**src/rtl/pipe_ctrl.sv**
```systemverilog
// Pipeline control: turns the hazard unit's stall vector into per-register
// load enables and flushes, tracks which stages hold real instructions, and
// keeps saturating stall/flush/retire counters plus a sticky illegal-code flag.
module pipe_ctrl #(
    parameter int unsigned CNT_W = 16
) (
    input  logic             i_clk,
    input  logic             i_rst_n,
    input  logic [7:0]       i_stall,
    input  logic             i_fetch_valid,
    output logic             o_pc_en,
    output logic             o_ifid_en,
    output logic             o_idex_en,
    output logic             o_exmem_en,
    output logic             o_memwb_en,
    output logic             o_ifid_clr,
    output logic             o_idex_clr,
    output logic             o_exmem_clr,
    output logic             o_v_id,
    output logic             o_v_ex,
    output logic             o_v_mem,
    output logic             o_v_wb,
    output logic [1:0]       o_state,
    output logic [CNT_W-1:0] o_stall_cnt,
    output logic [CNT_W-1:0] o_flush_cnt,
    output logic [CNT_W-1:0] o_retire_cnt,
    output logic             o_err
);

    localparam int unsigned CODE_W = 2;

    localparam logic [CODE_W-1:0] CODE_RUN   = 2'b00;
    localparam logic [CODE_W-1:0] CODE_ILL   = 2'b10;
    localparam logic [CODE_W-1:0] CODE_FLUSH = 2'b11;

    localparam logic [CNT_W-1:0] CNT_MAX = '1;

    typedef enum logic [1:0] {
        ST_RUN    = 2'b00,
        ST_STALL  = 2'b01,
        ST_REFILL = 2'b10
    } state_t;

    state_t state_q;
    state_t state_d;

    logic [CODE_W-1:0] ifid_code;
    logic [CODE_W-1:0] idex_code;
    logic [CODE_W-1:0] exmem_code;

    logic pc_hold;
    logic wb_hold;
    logic ifid_run,   ifid_flush,   ifid_hold;
    logic idex_run,   idex_flush,   idex_hold;
    logic exmem_run,  exmem_flush,  exmem_hold;
    logic any_flush;
    logic any_hold;
    logic any_illegal;

    logic v_id_q,  v_id_d;
    logic v_ex_q,  v_ex_d;
    logic v_mem_q, v_mem_d;
    logic v_wb_q,  v_wb_d;

    logic stall_inc;
    logic flush_inc;
    logic retire_inc;

    logic [CNT_W-1:0] stall_cnt_q;
    logic [CNT_W-1:0] flush_cnt_q;
    logic [CNT_W-1:0] retire_cnt_q;
    logic             err_q;

    // Increment that sticks at all-ones instead of wrapping.
    function automatic logic [CNT_W-1:0] sat_inc(input logic [CNT_W-1:0] val,
                                                 input logic             en);
        logic [CNT_W-1:0] res;
        res = val;
        if (en && (val != CNT_MAX)) begin
            res = val + CNT_W'(1);
        end
        return res;
    endfunction

    // Split the stall vector into per-stage run/hold/flush; code 10 acts as hold.
    always_comb begin
        ifid_code   = i_stall[6:5];
        idex_code   = i_stall[4:3];
        exmem_code  = i_stall[2:1];
        pc_hold     = i_stall[7];
        wb_hold     = i_stall[0];

        ifid_run    = (ifid_code  == CODE_RUN);
        ifid_flush  = (ifid_code  == CODE_FLUSH);
        ifid_hold   = ~ifid_run & ~ifid_flush;

        idex_run    = (idex_code  == CODE_RUN);
        idex_flush  = (idex_code  == CODE_FLUSH);
        idex_hold   = ~idex_run & ~idex_flush;

        exmem_run   = (exmem_code == CODE_RUN);
        exmem_flush = (exmem_code == CODE_FLUSH);
        exmem_hold  = ~exmem_run & ~exmem_flush;

        any_flush   = ifid_flush | idex_flush | exmem_flush;
        any_hold    = pc_hold | wb_hold | ifid_hold | idex_hold | exmem_hold;
        any_illegal = (ifid_code == CODE_ILL) | (idex_code == CODE_ILL) |
                      (exmem_code == CODE_ILL);
    end

    // Register enables and flushes come straight from the decoded codes.
    assign o_pc_en     = ~pc_hold;
    assign o_memwb_en  = ~wb_hold;
    assign o_ifid_en   = ifid_run;
    assign o_idex_en   = idex_run;
    assign o_exmem_en  = exmem_run;
    assign o_ifid_clr  = ifid_flush;
    assign o_idex_clr  = idex_flush;
    assign o_exmem_clr = exmem_flush;

    // Stage-valid next state: a running stage behind a stalled or flushed one takes a bubble.
    always_comb begin
        v_id_d  = v_id_q;
        v_ex_d  = v_ex_q;
        v_mem_d = v_mem_q;
        v_wb_d  = v_wb_q;

        if (ifid_run) begin
            v_id_d = i_fetch_valid & ~pc_hold;
        end else if (ifid_flush) begin
            v_id_d = 1'b0;
        end

        if (idex_run) begin
            v_ex_d = v_id_q & ifid_run;
        end else if (idex_flush) begin
            v_ex_d = 1'b0;
        end

        if (exmem_run) begin
            v_mem_d = v_ex_q & idex_run;
        end else if (exmem_flush) begin
            v_mem_d = 1'b0;
        end

        if (!wb_hold) begin
            v_wb_d = v_mem_q & exmem_run;
        end
    end

    // Stage-valid registers.
    always_ff @(posedge i_clk) begin
        if (!i_rst_n) begin
            v_id_q  <= 1'b0;
            v_ex_q  <= 1'b0;
            v_mem_q <= 1'b0;
            v_wb_q  <= 1'b0;
        end else begin
            v_id_q  <= v_id_d;
            v_ex_q  <= v_ex_d;
            v_mem_q <= v_mem_d;
            v_wb_q  <= v_wb_d;
        end
    end

    // FSM state register.
    always_ff @(posedge i_clk) begin
        if (!i_rst_n) begin
            state_q <= ST_RUN;
        end else begin
            state_q <= state_d;
        end
    end

    // FSM next state: flush beats hold; REFILL waits for EX to hold a real instruction.
    always_comb begin
        state_d = state_q;
        if (any_flush) begin
            state_d = ST_REFILL;
        end else if (any_hold) begin
            state_d = ST_STALL;
        end else if (state_q == ST_REFILL) begin
            state_d = v_ex_q ? ST_RUN : ST_REFILL;
        end else begin
            state_d = ST_RUN;
        end
    end

    // Counter increment conditions.
    always_comb begin
        stall_inc  = any_hold & ~any_flush;
        flush_inc  = any_flush;
        retire_inc = v_wb_q & ~wb_hold;
    end

    // Saturating performance counters and sticky illegal-code flag.
    always_ff @(posedge i_clk) begin
        if (!i_rst_n) begin
            stall_cnt_q  <= '0;
            flush_cnt_q  <= '0;
            retire_cnt_q <= '0;
            err_q        <= 1'b0;
        end else begin
            stall_cnt_q  <= sat_inc(stall_cnt_q,  stall_inc);
            flush_cnt_q  <= sat_inc(flush_cnt_q,  flush_inc);
            retire_cnt_q <= sat_inc(retire_cnt_q, retire_inc);
            err_q        <= err_q | any_illegal;
        end
    end

    assign o_v_id       = v_id_q;
    assign o_v_ex       = v_ex_q;
    assign o_v_mem      = v_mem_q;
    assign o_v_wb       = v_wb_q;
    assign o_state      = state_q;
    assign o_stall_cnt  = stall_cnt_q;
    assign o_flush_cnt  = flush_cnt_q;
    assign o_retire_cnt = retire_cnt_q;
    assign o_err        = err_q;

endmodule
```
**config.mk**
```make
export PLATFORM = sky130hd
export DESIGN_NAME = pipe_ctrl
export DESIGN_NICKNAME = d
export VERILOG_FILES = /design/src/rtl/pipe_ctrl.sv
export SDC_FILE = /design/constraint.sdc
export NUM_CORES = 1
export LEC_CHECK = 0
export BUFFER_PORTS_ARGS = -buffer_cell sky130_fd_sc_hd__buf_2
export CORE_MARGIN = 8
export CORE_UTILIZATION = 40
export DETAILED_ROUTE_END_ITERATION = 12
export PLACE_DENSITY = 0.64
export RECOVER_POWER = 50
export SETUP_SLACK_MARGIN = 0.2
export SLEW_MARGIN = 20
export SYNTH_ARGS = -nofsm -noshare
export SYNTH_HDL_FRONTEND = slang
export SYNTH_SLANG_ARGS = --single-unit
```
**constraint.sdc**
```tcl
create_clock -name i_clk -period 6.4 [get_ports i_clk]
set_clock_uncertainty 0.2 [all_clocks]
set_input_delay 1.28 -clock i_clk [delete_from_list [all_inputs] [get_ports i_clk]]
set_output_delay 1.28 -clock i_clk [all_outputs]
set_load 0.03 [all_outputs]
```
Word level (Yosys, flattened, before mapping). Index checks and enable logic that the tools add are counted.

Output and inout port bits: 63. Memory bits (read-only): 0. Register bits after elaboration: 55. Memories: 0. Input port bits: 11. Latch bits: 0. Logic and storage cells: 71. Memory bits (writable): 0.

Add/sub/neg operators: 3. $lt $le $gt $ge: 0. Div/mod/pow operators: 0. $mul: 0. Mux-type cells: 10. Bitwise operators: 28. Shift operators: 0. Reduce and logical (&&, ||, !) cells: 10. Eq/ne operators: 10.

Operator list (number): $add 16x1->16 const B (3); $ne 16x16->1 const B (3); $eq 2x2->1 const B (7); $not 1->1 (10); $and 1x1->1 (9); $or 1x1->1 (9); $mux 2 (4); $logic_not 2->1 (3); $mux 1 (6); $reduce_bool 2->1 (3); $logic_and 1x1->1 (3); $reduce_or 2->1 (1).

Depth between registers and ports, before layout. Gate-level depths: netlist of the first run.

Depth in word-level cells: 8. Mapped depth: 7. Gate-level depth less buffers: 6.

Least setup slack after synthesis of the first run. OpenSTA, ideal clock, no wires.

Path type: in2out. From: input port i_stall[1]. To: output port o_exmem_en. Slack: 3.232 ns. Data arrival time: 1.688 ns. Stages on the path: 2. Cell sequence: inv_1 -> ha_1.

Longest elaborated chain between the ends: 1.

RTL lines: from (decl) (RTL line 9) `input logic [7:0] i_stall,`; $logic_not 2->1 (RTL line 101) `exmem_run = (exmem_code == CODE_RUN);`; to (decl) (RTL line 14) `output logic o_exmem_en,`.

No other way between the ends.

Worst setup path in the final report of the first run.
From: input port i_stall[0]. To: output port o_memwb_en.

Longest elaborated chain between the ends: 1.

RTL lines: $not 1->1 (RTL line 113) `assign o_memwb_en = ~wb_hold;`; to (decl) (RTL line 15) `output logic o_memwb_en,`.

No other way between the ends.

==> metrics.md, run 1 <==
| Metric | Value |
|---|---|
| Status | finished, final reports clean |
| CP Max Fanout | 10 |
| Final setup viols | 0 |
| Slew Viols, Final | 0 |
| Post-synthesis net count | 380 |
| Static Leak | 1.11 nW |
| Initial antenna violation count | 0 |
| 1st-pass router iterations | 4 |
| Clk sinks | 55 |
| Nets | 449 |
| Synth top area cells | dfxtp_1 (37%), a21oi_1 (5.1%), ha_1 (5.1%), nand2_1 (4.3%), mux2i_1 (4.0%) |
| Routed WL | 7690 um |
| Ports | 74 |
| RSZ-0062 raised after global routing | no |
| Util after Layout | 47.4% |
| Vias per cell | 5.60 |
| Crit start category | input port |
| Gp weighted congestion | 0.888 |
| Max Root-Sink Buffers | 2 |
| Critical Path Max Stage Delay | 0.37 ns |
| Final Hold Viols | 0 |
| CP max stage cell | clkbuf_1 |
| CTS tree | yes |
| Max-cap violations | 0 |
| HPWL after DPL | 5790 um |
| DRC errors left | 0 |
| Ant. Diodes | 0 |
| First-pass GRT wire length | 12,800 um |
| Root Driver | clkbuf_8 |
| # Post-CTS Setup Buffers | 0 |
| TNS Setup | 0 ns |
| Share of Yosys cell area claimed by the top area cell type | 37.1% |
| CP Cell Sequence | clkbuf_1, inv_1, buf_2 |
| Cells after synthesis | 357 |
| Part of the cycle the worst path needs | 54.5% |
| Placed Cells incl. Taps | 518 |
| Synth cell types | 47 |
| Tmin final | 3.49 ns |
| Arrival @ worst endpoint | 2.01 ns |
| DP Area | 0.00342 mm^2 |
| Design area | 0.00342 mm^2 |
| Drt wl/cell | 14.7 um |
| Vias in the first global route | 2,713 |
| Min Hold Slack | 0.295 ns |
| Synth area leader | dfxtp_1 |
| Syn Area/Cell | 8.32 um^2 |
| Top Family by Delay on Critical Path | buffers and inverters |
| M2 GR Usage | 25.3% |
| GRT met3 Usage | 2.79% |
| Drt initial violations | 122 |
| Area growth, synth to finish | 15.1% |
| Antenna Nets Post-Route | 0 |
| Slew @ Worst Pin | 0.973 ns |
| Row count | 31 |
| Relative slew slack | 34.3% |
| Synth Warn # | 0 |
| Tot Pwr | 0.587 mW |
| Cell area after synthesis | 0.00297 mm^2 |
| Worst setup margin | 2.91 ns |
| H-tree level count | 2 |
| Most common library cells after synthesis | dfxtp_1 (55), nand2_1 (34), a21oi_1 (30), nor2_1 (20), nand3_1 (19) |
| Inserted Clock Buffers | 5 |
| Maximum clock rate | 287 MHz |
| Buf/Inv on CP | 3 |
| Count leader, synth | dfxtp_1 |
| Top FF cell, synth | dfxtp_1 |
| Starting density of the core | 41.2% |
| Die height | 102 um |
| Yosys reg bits | 55 |
| Power Dens Cells | 172 mW/mm^2 |
| Horiz. Die Dim | 102 um |
| Sequential fraction of the synthesis area | 37.1% |
| Via count | 2,933 |
| Max rail drop VDD | 0.0000684 V |
| CORE AREA | 0.00721 mm^2 |
| FILL cells | 752 |
| Post-cts hold buffer count | 0 |
| M1 GR Usage | 18.7% |
| R2R Setup Slk | 3.94 ns |
| CP endpoint kind | output pin |
| WP data required | 4.92 ns |
| Clock-pin slew on the worst setup and hold paths | 0.09 ns |
| Largest net degree at the start of global routing | 37 |
| GRT Total Usage | 14.9% |
| # resized after CTS | 0 |
| Asr flop ratio synth | 0% |
| Worst slack, placed | 2.71 ns |
| Most Used Layer, Global Route | met2 |
| Setup CP Type | input port to output pin |
| EDFF count, synth | 0 |
| Layout cell share with drive strength beyond 1 | 7.29% |
| Final Instance Count excl. Fillers | 524 |
| Min-delay worst type | flop to flop |
| Worst-Skew Late Latency | 0.30 ns |
| Die area | 0.0104 mm^2 |
| Final global-route overflow total | 0 |
| I/O Buffers | 73 |
==> final cells by class <==
type	count	area [um^2]	area share [%]
clock buffers	6	72.6	2.12
multi-input cells	273	1760	51.4
well taps	99	124	3.62
flip-flops and latches	55	1100	32.2
inverters	16	60.1	1.76
repair buffers	75	305	8.93
==> state kept, by name (all words and copies together), names as in the netlist <==
| name | cells |
|---|---|
| o_stall_cnt | 16 |
| o_retire_cnt | 16 |
| o_err | 1 |
| o_state | 2 |
| o_v_ex | 1 |
| o_v_wb | 1 |
| o_v_mem | 1 |
| o_v_id | 1 |
| o_flush_cnt | 16 |
==> tightest hold or removal path, stage by stage (launching register included) <==
cell,delay [ns]
dfxtp_1,0.35
nor4_1,0.05
nor2_1,0.07
==> power by group <==
group	switching (mW)	total [mW]	internal (mW)
Sequential	0.00548	0.352	0.347
Clock	0.103	0.176	0.0734
Combinational	0.0422	0.0584	0.0162
Total	0.151	0.587	0.436
==> layer usage <==
metal / routed length (um) / up-vias
met5: 0 / -
met4: 27 / 0
met3: 353 / 2
met2: 3750 / 54
met1: 3560 / 1383
li1: - / 1494
==> path summary, 6_finish.rpt <==
kind	startpoint	depth (start not counted)	endpoint
setup / recovery	i_stall[0]	3	o_memwb_en
setup reg to reg	o_stall_cnt[0]	5	o_stall_cnt[7]
hold reg to reg	o_err	2	o_err
hold / removal	o_err	2	o_err
==> logic make-up after synthesis <==
logic type,count (synthesis),synth area share [%]
flip-flops,55,37.1
AO/OA/AOI/OAI,84,18.8
AND/OR/NAND/NOR,165,31.2
multiplexers,12,4.04
buffers and inverters,29,3.83
adder cells (fa/ha/maj),12,5.05
==> layout by cell type, fill, tap and decap left out, types with 3 or more instances in the layout <==
| cell type | Yosys | routed |
|---|---|---|
| and4_1 | 5 | 5 |
| nand2b_1 | 13 | 13 |
| a21oi_1 | 30 | 30 |
| or3_1 | 11 | 11 |
| nand3_1 | 19 | 19 |
| o41ai_1 | 6 | 6 |
| nand4_1 | 16 | 16 |
| nand2_1 | 34 | 34 |
| nor3_1 | 7 | 7 |
| dfxtp_1 | 55 | 55 |
| and2_1 | 3 | 3 |
| o31ai_1 | 13 | 13 |
| mux2i_1 | 12 | 12 |
| inv_1 | 15 | 15 |
| a211oi_1 | 4 | 4 |
| nor4_1 | 9 | 9 |
| o21ai_0 | 11 | 11 |
| nor2_1 | 20 | 20 |
| clkbuf_8 | 0 | 5 |
| a31oi_1 | 4 | 4 |
| ha_1 | 12 | 12 |
| or4_1 | 14 | 14 |
| buf_2 | 4 | 16 |
| clkbuf_1 | 7 | 59 |
Note: power is estimated with default switching activity, not from simulation.
==> run 2: changes to the inputs <==
==> constraint.sdc (replaced) <==
create_clock -name i_clk -period 3.25 [get_ports i_clk]
set_clock_uncertainty 0.2 [all_clocks]
set_input_delay 0.65 -clock i_clk [delete_from_list [all_inputs] [get_ports i_clk]]
set_output_delay 0.65 -clock i_clk [all_outputs]
set_load 0.03 [all_outputs]
==> run 2 against run 1 <==
Final cell count grew 0.95%. Clock power grew to 2.7 times the previous value. Register-to-register slack lost 3.1 ns. Combinational power grew 110%. Global-route usage grew 0.19 points. Die area is the same. Power grew 120%. Hold slack lost 0.0092 ns. Critical path depth grew 4. Sequential cell count is the same. First-iteration DRC count grew 15%. Wire length grew 5.7%. Largest power group unchanged.
==> metrics.md, run 2 (same netlist as run 1, synthesis figures left out) <==
| Metric | Value |
|---|---|
| Status | finished, final reports clean |
| Die area | 0.0104 mm^2 (unchanged) |
| Commonest cells after routing, fill and taps aside | clkbuf_1 (55), dfxtp_1 (55), nand2_1 (34) |
| Clock-pin slew on the worst setup and hold paths | 0.10 ns (about the same) |
| Relative slew slack | 36.2% (+1.9 points) |
| Top Family by Delay on Critical Path | simple AND/OR/NAND/NOR gates |
| DRC errors left | 0 (unchanged) |
| Worst-Skew Late Latency | 0.31 ns (about the same) |
| Net Switching | 0.328 mW (+120%) |
| GRT Total Usage | 15.1% (+0.19 points) |
| Max-cap violations | 0 (unchanged) |
| Buf/Inv on CP | 2 (-1) |
| Min-delay worst type | flop to flop |
| Switching Share | 25.3% (-0.35 points) |
| Ant. Diodes | 0 (unchanged) |
| Arrival @ worst endpoint | 2.50 ns (+0.49 ns) |
| Inserted Clock Buffers | 5 (unchanged) |
| CP endpoint kind | flop |
| Util after Layout | 48.4% (+0.99 points) |
| Horiz. Die Dim | 102 um (unchanged) |
| # resized after CTS | 0 (unchanged) |
| Power Dens Cells | 371 mW/mm^2 (+120%) |
| Via count | 2,992 (+2.0%) |
| RSZ-0062 raised after global routing | no |
| Slew @ Worst Pin | 0.945 ns (-0.0275 ns) |
| Largest net degree at the start of global routing | 36 (-2.7%) |
| Final global-route overflow total | 0 (unchanged) |
| Maximum clock rate | 402 MHz |
| Ports | 74 (unchanged) |
| # Post-CTS Setup Buffers | 0 (unchanged) |
| Routed WL | 8130 um (+5.7%) |
| Clk pwr share | 37.2% (+7.1 points) |
| First-pass GRT wire length | 12,800 um (+0.22%) |
| Final setup viols | 0 (unchanged) |
| Die height | 102 um (unchanged) |
| Vias in the first global route | 2,643 (-2.6%) |
| Internal power | 0.967 mW (+120%) |
| Nets | 452 (+0.67%) |
| Layout cell share with drive strength beyond 1 | 9.30% (+2.0 points) |
| Drt wl/cell | 15.4 um (+4.7%) |
| Gp weighted congestion | 0.836 (-5.9%) |
| Initial antenna violation count | 1 (+1) |
| Part of the cycle the worst path needs | 76.5% |
| WP data required | 3.27 ns (-1.65 ns) |
| 1st-pass router iterations | 5 (+1) |
| Register area | 0.00110 mm^2 (unchanged) |
| CORE AREA | 0.00721 mm^2 (unchanged) |
| Antenna Nets Post-Route | 0 (unchanged) |
| Drt initial violations | 140 (+15%) |
| Critical Path Max Stage Delay | 0.67 ns (+0.30 ns) |
| Clk sinks | 55 (unchanged) |
| TNS Setup | 0 ns (unchanged) |
| HPWL after DPL | 5990 um (+3.6%) |
| Row count | 31 (unchanged) |
| Starting density of the core | 41.2% (unchanged) |
| Worst slack, placed | 0.430 ns (-2.28 ns) |
| CP Cell Sequence | buf_2, inv_1, ha_1, or4_1, o2111ai_2, nor4_1, o21a_1 |
| Tmin final | 2.49 ns |
| FILL cells | 758 (+0.80%) |
| CP max stage cell | or4_1 |
| Multi-input combinational cell area | 0.00176 mm^2 (unchanged) |
| Static Leak | 1.16 nW (+4.6%) |
| Worst setup margin | 0.762 ns (-2.15 ns) |
| I/O Buffers | 73 (unchanged) |
| Setup CP Type | input port to flop |
| Tot Pwr | 1.29 mW (+120%) |
| Final Hold Viols | 0 (unchanged) |
| Max Root-Sink Buffers | 2 (unchanged) |
| Slew Viols, Final | 0 (unchanged) |
| Root Driver | clkbuf_8 |
| CP Max Fanout | 10 (unchanged) |
| Post-cts hold buffer count | 0 (unchanged) |
| Comb pwr share | 9.2% (-0.8 points) |
| CTS tree | yes |
| Max rail drop VDD | 0.000227 V (+230%) |
| Flop pwr share | 53.5% (-6.5 points) |
| Area growth, synth to finish | 17.5% |
| Vias per cell | 5.66 (+1.0%) |
| Crit start category | input port |
| H-tree level count | 2 (unchanged) |
| Min Hold Slack | 0.286 ns (-0.00917 ns) |
[run 2: worst reg2reg max path: stages, from the launching register on]
cell and delay, ns:
dfxtp_1 0.42, ha_1 0.39, inv_1 0.13, o41ai_1 0.88, o21ai_0 0.20, a21oi_1 0.15
[run 2: per-stage QoR]
stage	cells	area, um^2
final	529	3490
after CTS	529	3560
after global placement	521	3440
after detailed placement	521	3440
after global routing	529	3490
after floorplan	357	2970
[run 2: power by group through the flow]
| stage | Sequential, mW | Combinational [mW] | Clock [mW] |
|---|---|---|---|
| after floorplan | 0.724 | 0.0658 | 0 |
| after global placement | 0.708 | 0.122 | 0 |
| after detailed placement | 0.708 | 0.124 | 0 |
| after CTS | 0.693 | 0.124 | 0.495 |
| after global routing | 0.695 | 0.131 | 0.520 |
| final | 0.693 | 0.120 | 0.482 |
[run 2: per-layer routing]
layer | part of all wire (%) | global-route usage, % | vias up | routed length [um]
li1 | - | - | 1500 | -
met1 | 44 | 17.8 | 1401 | 3560
met2 | 50 | 26.6 | 77 | 4080
met3 | 5.0 | 3.27 | 12 | 404
met4 | 0.92 | 4.06 | 2 | 75
met5 | 0.12 | 0 | - | 10
[run 2: layout make-up]
type	count	share of cell area [%]
well taps	99	3.55
multi-input cells	273	50.3
flip-flops and latches	55	31.5
inverters	16	1.72
clock inverters	2	1.00
repair buffers	78	9.50
clock buffers	6	2.37
[run 2: worst paths after layout]
| path | endpoint | cells past startpoint | slack [ns] | start |
|---|---|---|---|---|
| worst min-delay path | o_err | 2 | 0.29 | o_err |
| worst max-delay path | o_stall_cnt[10] | 7 | 0.76 | i_stall[1] |
| worst max register to register | o_stall_cnt[7] | 5 | 0.82 | o_stall_cnt[0] |
| worst min register to register | o_err | 2 | 0.29 | o_err |
==> run 3: changes to the inputs <==
==> constraint.sdc (replaced) <==
create_clock -name i_clk -period 2.45 [get_ports i_clk]
set_clock_uncertainty 0.2 [all_clocks]
set_input_delay 0.49 -clock i_clk [delete_from_list [all_inputs] [get_ports i_clk]]
set_output_delay 0.49 -clock i_clk [all_outputs]
set_load 0.03 [all_outputs]
==> run 3 against run 2 <==
Non-clock buffer count rose by 14. Hold slack got worse by 0.045 ns. Power rose by 33%. Wire length rose by 0.32%. Count of clock-buffer cells in the layout fell by 1. Die area did not move. First-iteration DRC count fell by 34%. Sequential cell count did not move. Sequential power rose by 33%. Via count rose by 2.9%. Combinational power rose by 53%. Critical path type is now flop to flop. Largest power group unchanged.
==> metrics.md, run 3 (same netlist as run 1, synthesis figures left out) <==
| Metric | Value |
|---|---|
| CORE AREA | 0.00721 mm^2 (unchanged) |
| Register area | 0.00110 mm^2 (unchanged) |
| First-pass GRT wire length | 13,200 um (+3.4%) |
| Drt initial violations | 93 (-34%) |
| WHS Path Cells | 3 (+1) |
| DRC errors left | 0 (unchanged) |
| Setup CP Type | flop to flop |
| Flop pwr share | 53.2% (-0.3 points) |
| Max Root-Sink Buffers | 2 (unchanged) |
| Ports | 74 (unchanged) |
| Clk sinks | 55 (unchanged) |
| Static Leak | 1.22 nW (+5.1%) |
| Vias per cell | 5.67 (+0.29%) |
| Worst flop-to-flop path startpoint | o_retire_cnt[0] |
| I/O Buffers | 73 (unchanged) |
| Final Instance Count excl. Fillers | 543 (+2.6%) |
| Drt wl/cell | 15.0 um (-2.3%) |
| Ant. Diodes | 0 (unchanged) |
| Internal power | 1.28 mW (+32%) |
| Hold wc startpoint | i_fetch_valid |
| Gp weighted congestion | 0.831 (-0.56%) |
| Met3 Wirelength | 421 um (+4.2%) |
| Min Hold Slack | 0.241 ns (-0.0453 ns) |
| Hold endpoint | o_v_id |
| Largest net degree at the start of global routing | 36 (unchanged) |
| Routed length on met2 | 4140 um (+1.4%) |
| Arrival @ worst endpoint | 2.13 ns (-0.37 ns) |
| Min-delay worst type | input port to flop |
| 1st-pass router iterations | 4 (-1) |
| Antenna Nets Post-Route | 0 (unchanged) |
| Inserted Clock Buffers | 5 (unchanged) |
| Row count | 31 (unchanged) |
| Commonest cells after routing, fill and taps aside | clkbuf_1 (57), dfxtp_1 (55), nand2_1 (34) |
| Routed WL | 8160 um (+0.32%) |
| Crit start category | flop |
| FILL cells | 757 (-0.13%) |
| WP data required | 2.46 ns (-0.81 ns) |
| Slew Viols, Final | 0 (unchanged) |
| Vias in the first global route | 2,873 (+8.7%) |
| Most common cell after layout, fill and taps aside | clkbuf_1 |
| Switching Share | 25.9% (+0.61 points) |
| Max rail drop VDD | 0.000293 V (+29%) |
| Power Dens Cells | 472 mW/mm^2 (+27%) |
| Via count | 3,080 (+2.9%) |
| Status | finished, final reports clean |
| H-tree level count | 2 (unchanged) |
| Die area | 0.0104 mm^2 (unchanged) |
| Comb pwr share | 10.6% (+1.4 points) |
| Post-cts hold buffer count | 0 (unchanged) |
| Multi-input combinational cell area | 0.00183 mm^2 (+4.1%) |
| CP endpoint kind | flop |
| Util after Layout | 50.7% (+2.4 points) |
| Initial antenna violation count | 0 (-1) |
| Part of the cycle the worst path needs | 86.9% |
| Net Switching | 0.448 mW (+37%) |
| Clock-pin slew on the worst setup and hold paths | 0.11 ns (about the same) |
| Die height | 102 um (unchanged) |
| Layout cell share with drive strength beyond 1 | 14.0% (+4.7 points) |
| Maximum clock rate | 470 MHz |
| Horiz. Die Dim | 102 um (unchanged) |
| GRT Total Usage | 15.2% (+0.17 points) |
| R2R Setup Slk | 0.32 ns (-0.50 ns) |
| CTS tree | yes |
| Placed Cells incl. Taps | 535 (+2.7%) |
| Worst-Skew Late Latency | 0.30 ns (about the same) |
| RSZ-0062 raised after global routing | yes |
| Reg2reg end | o_retire_cnt[2] |
| Clk pwr share | 36.1% (-1.1 points) |
| Max-cap violations | 0 (unchanged) |
| Starting density of the core | 41.2% (unchanged) |
| Metal1 wirelength | 3540 um (-0.62%) |
| Nets | 466 (+3.1%) |
| Final setup viols | 0 (unchanged) |
| Area growth, synth to finish | 23.2% |
| Final Hold Viols | 0 (unchanged) |
| Slew @ Worst Pin | 0.596 ns (-0.349 ns) |
| Relative slew slack | 60.0% (+24 points) |
| Path depth of the worst reg2reg path | 6 (+1) |
| HPWL after DPL | 6050 um (+0.98%) |
| DR top layer | met4 |
| CP Max Fanout | 9 (-1) |
| Tmin final | 2.13 ns |
| Root Driver | clkbuf_8 |
| Final global-route overflow total | 0 (unchanged) |
run 3: cell types whose count changed in the layout (fill, tap and decap cells not counted), moves of 2 or more:
cell | before | now
buf_4 | 4 | 17
nor4_2 | 1 | 3
nor4_1 | 9 | 7
ha_1 | 12 | 8
clkbuf_1 | 55 | 57
ha_2 | 0 | 3
run 3: power by group through the flow:
stage,Clock [mW],Combinational [mW],Sequential (mW)
2_1_floorplan,0,0.0948,0.961
3_3_place_gp,0,0.186,0.939
3_5_place_dp,0,0.190,0.940
4_1_cts,0.648,0.190,0.919
5_1_grt,0.679,0.201,0.922
6_report,0.624,0.184,0.920
run 3: what timing repair did:
item	CTS	global route
buffers inserted	0	0
setup endpoints to repair	0	12
resized for setup	0	4
endpoints found under the hold margin	0	0
run 3: layout make-up:
type / instances / share of cell area (%)
Clock inverter: 3 / 1.30
Timing Repair Buffer: 92 / 11.8
Tap cell: 99 / 3.38
Sequential cell: 55 / 30.1
Multi-Input combinational cell: 273 / 49.9
Inverter: 16 / 1.64
Clock buffer: 5 / 1.88
run 3: how the worst max path moves through the flow:
stage | startpoint | slack, ns | endpoint
floorplan | i_stall[6] | 0.18 | o_stall_cnt[10]
global placement | i_stall[3] | -0.03 | o_stall_cnt[6]
detailed placement | i_stall[5] | -0.09 | o_stall_cnt[0]
CTS | o_retire_cnt[0] | 0.25 | o_retire_cnt[2]
global route | o_retire_cnt[0] | 0.17 | o_retire_cnt[2]
finish | o_retire_cnt[0] | 0.32 | o_retire_cnt[2]
run 3: through the flow:
step                      cell area, um^2  setup TNS [ns]  setup slack [ns]  power (mW)
final                                3660               0             0.322        1.73
after global routing                 3660               0             0.174        1.80
after CTS                            3710               0             0.246        1.76
after detailed placement             3590          -0.843           -0.0917        1.13
after global placement               3590          -0.165           -0.0284        1.12
after floorplan                      3030               0             0.183        1.06
run 3: worst max-delay path, cell delays in order, from the launching register on:
cell and delay (ns):
dfxtp_1 0.41, ha_1 0.21, nand3_1 0.19, nor4_2 0.44, buf_4 0.23, nor2_1 0.07
a311oi_1 0.28
run 3: layer usage:
| layer | track usage (%) | vias to the layer above |
|---|---|---|
| li1 | - | 1536 |
| met1 | 17.8 | 1471 |
| met2 | 28.2 | 69 |
| met3 | 2.45 | 4 |
| met4 | 3.05 | 0 |
| met5 | 0 | - |
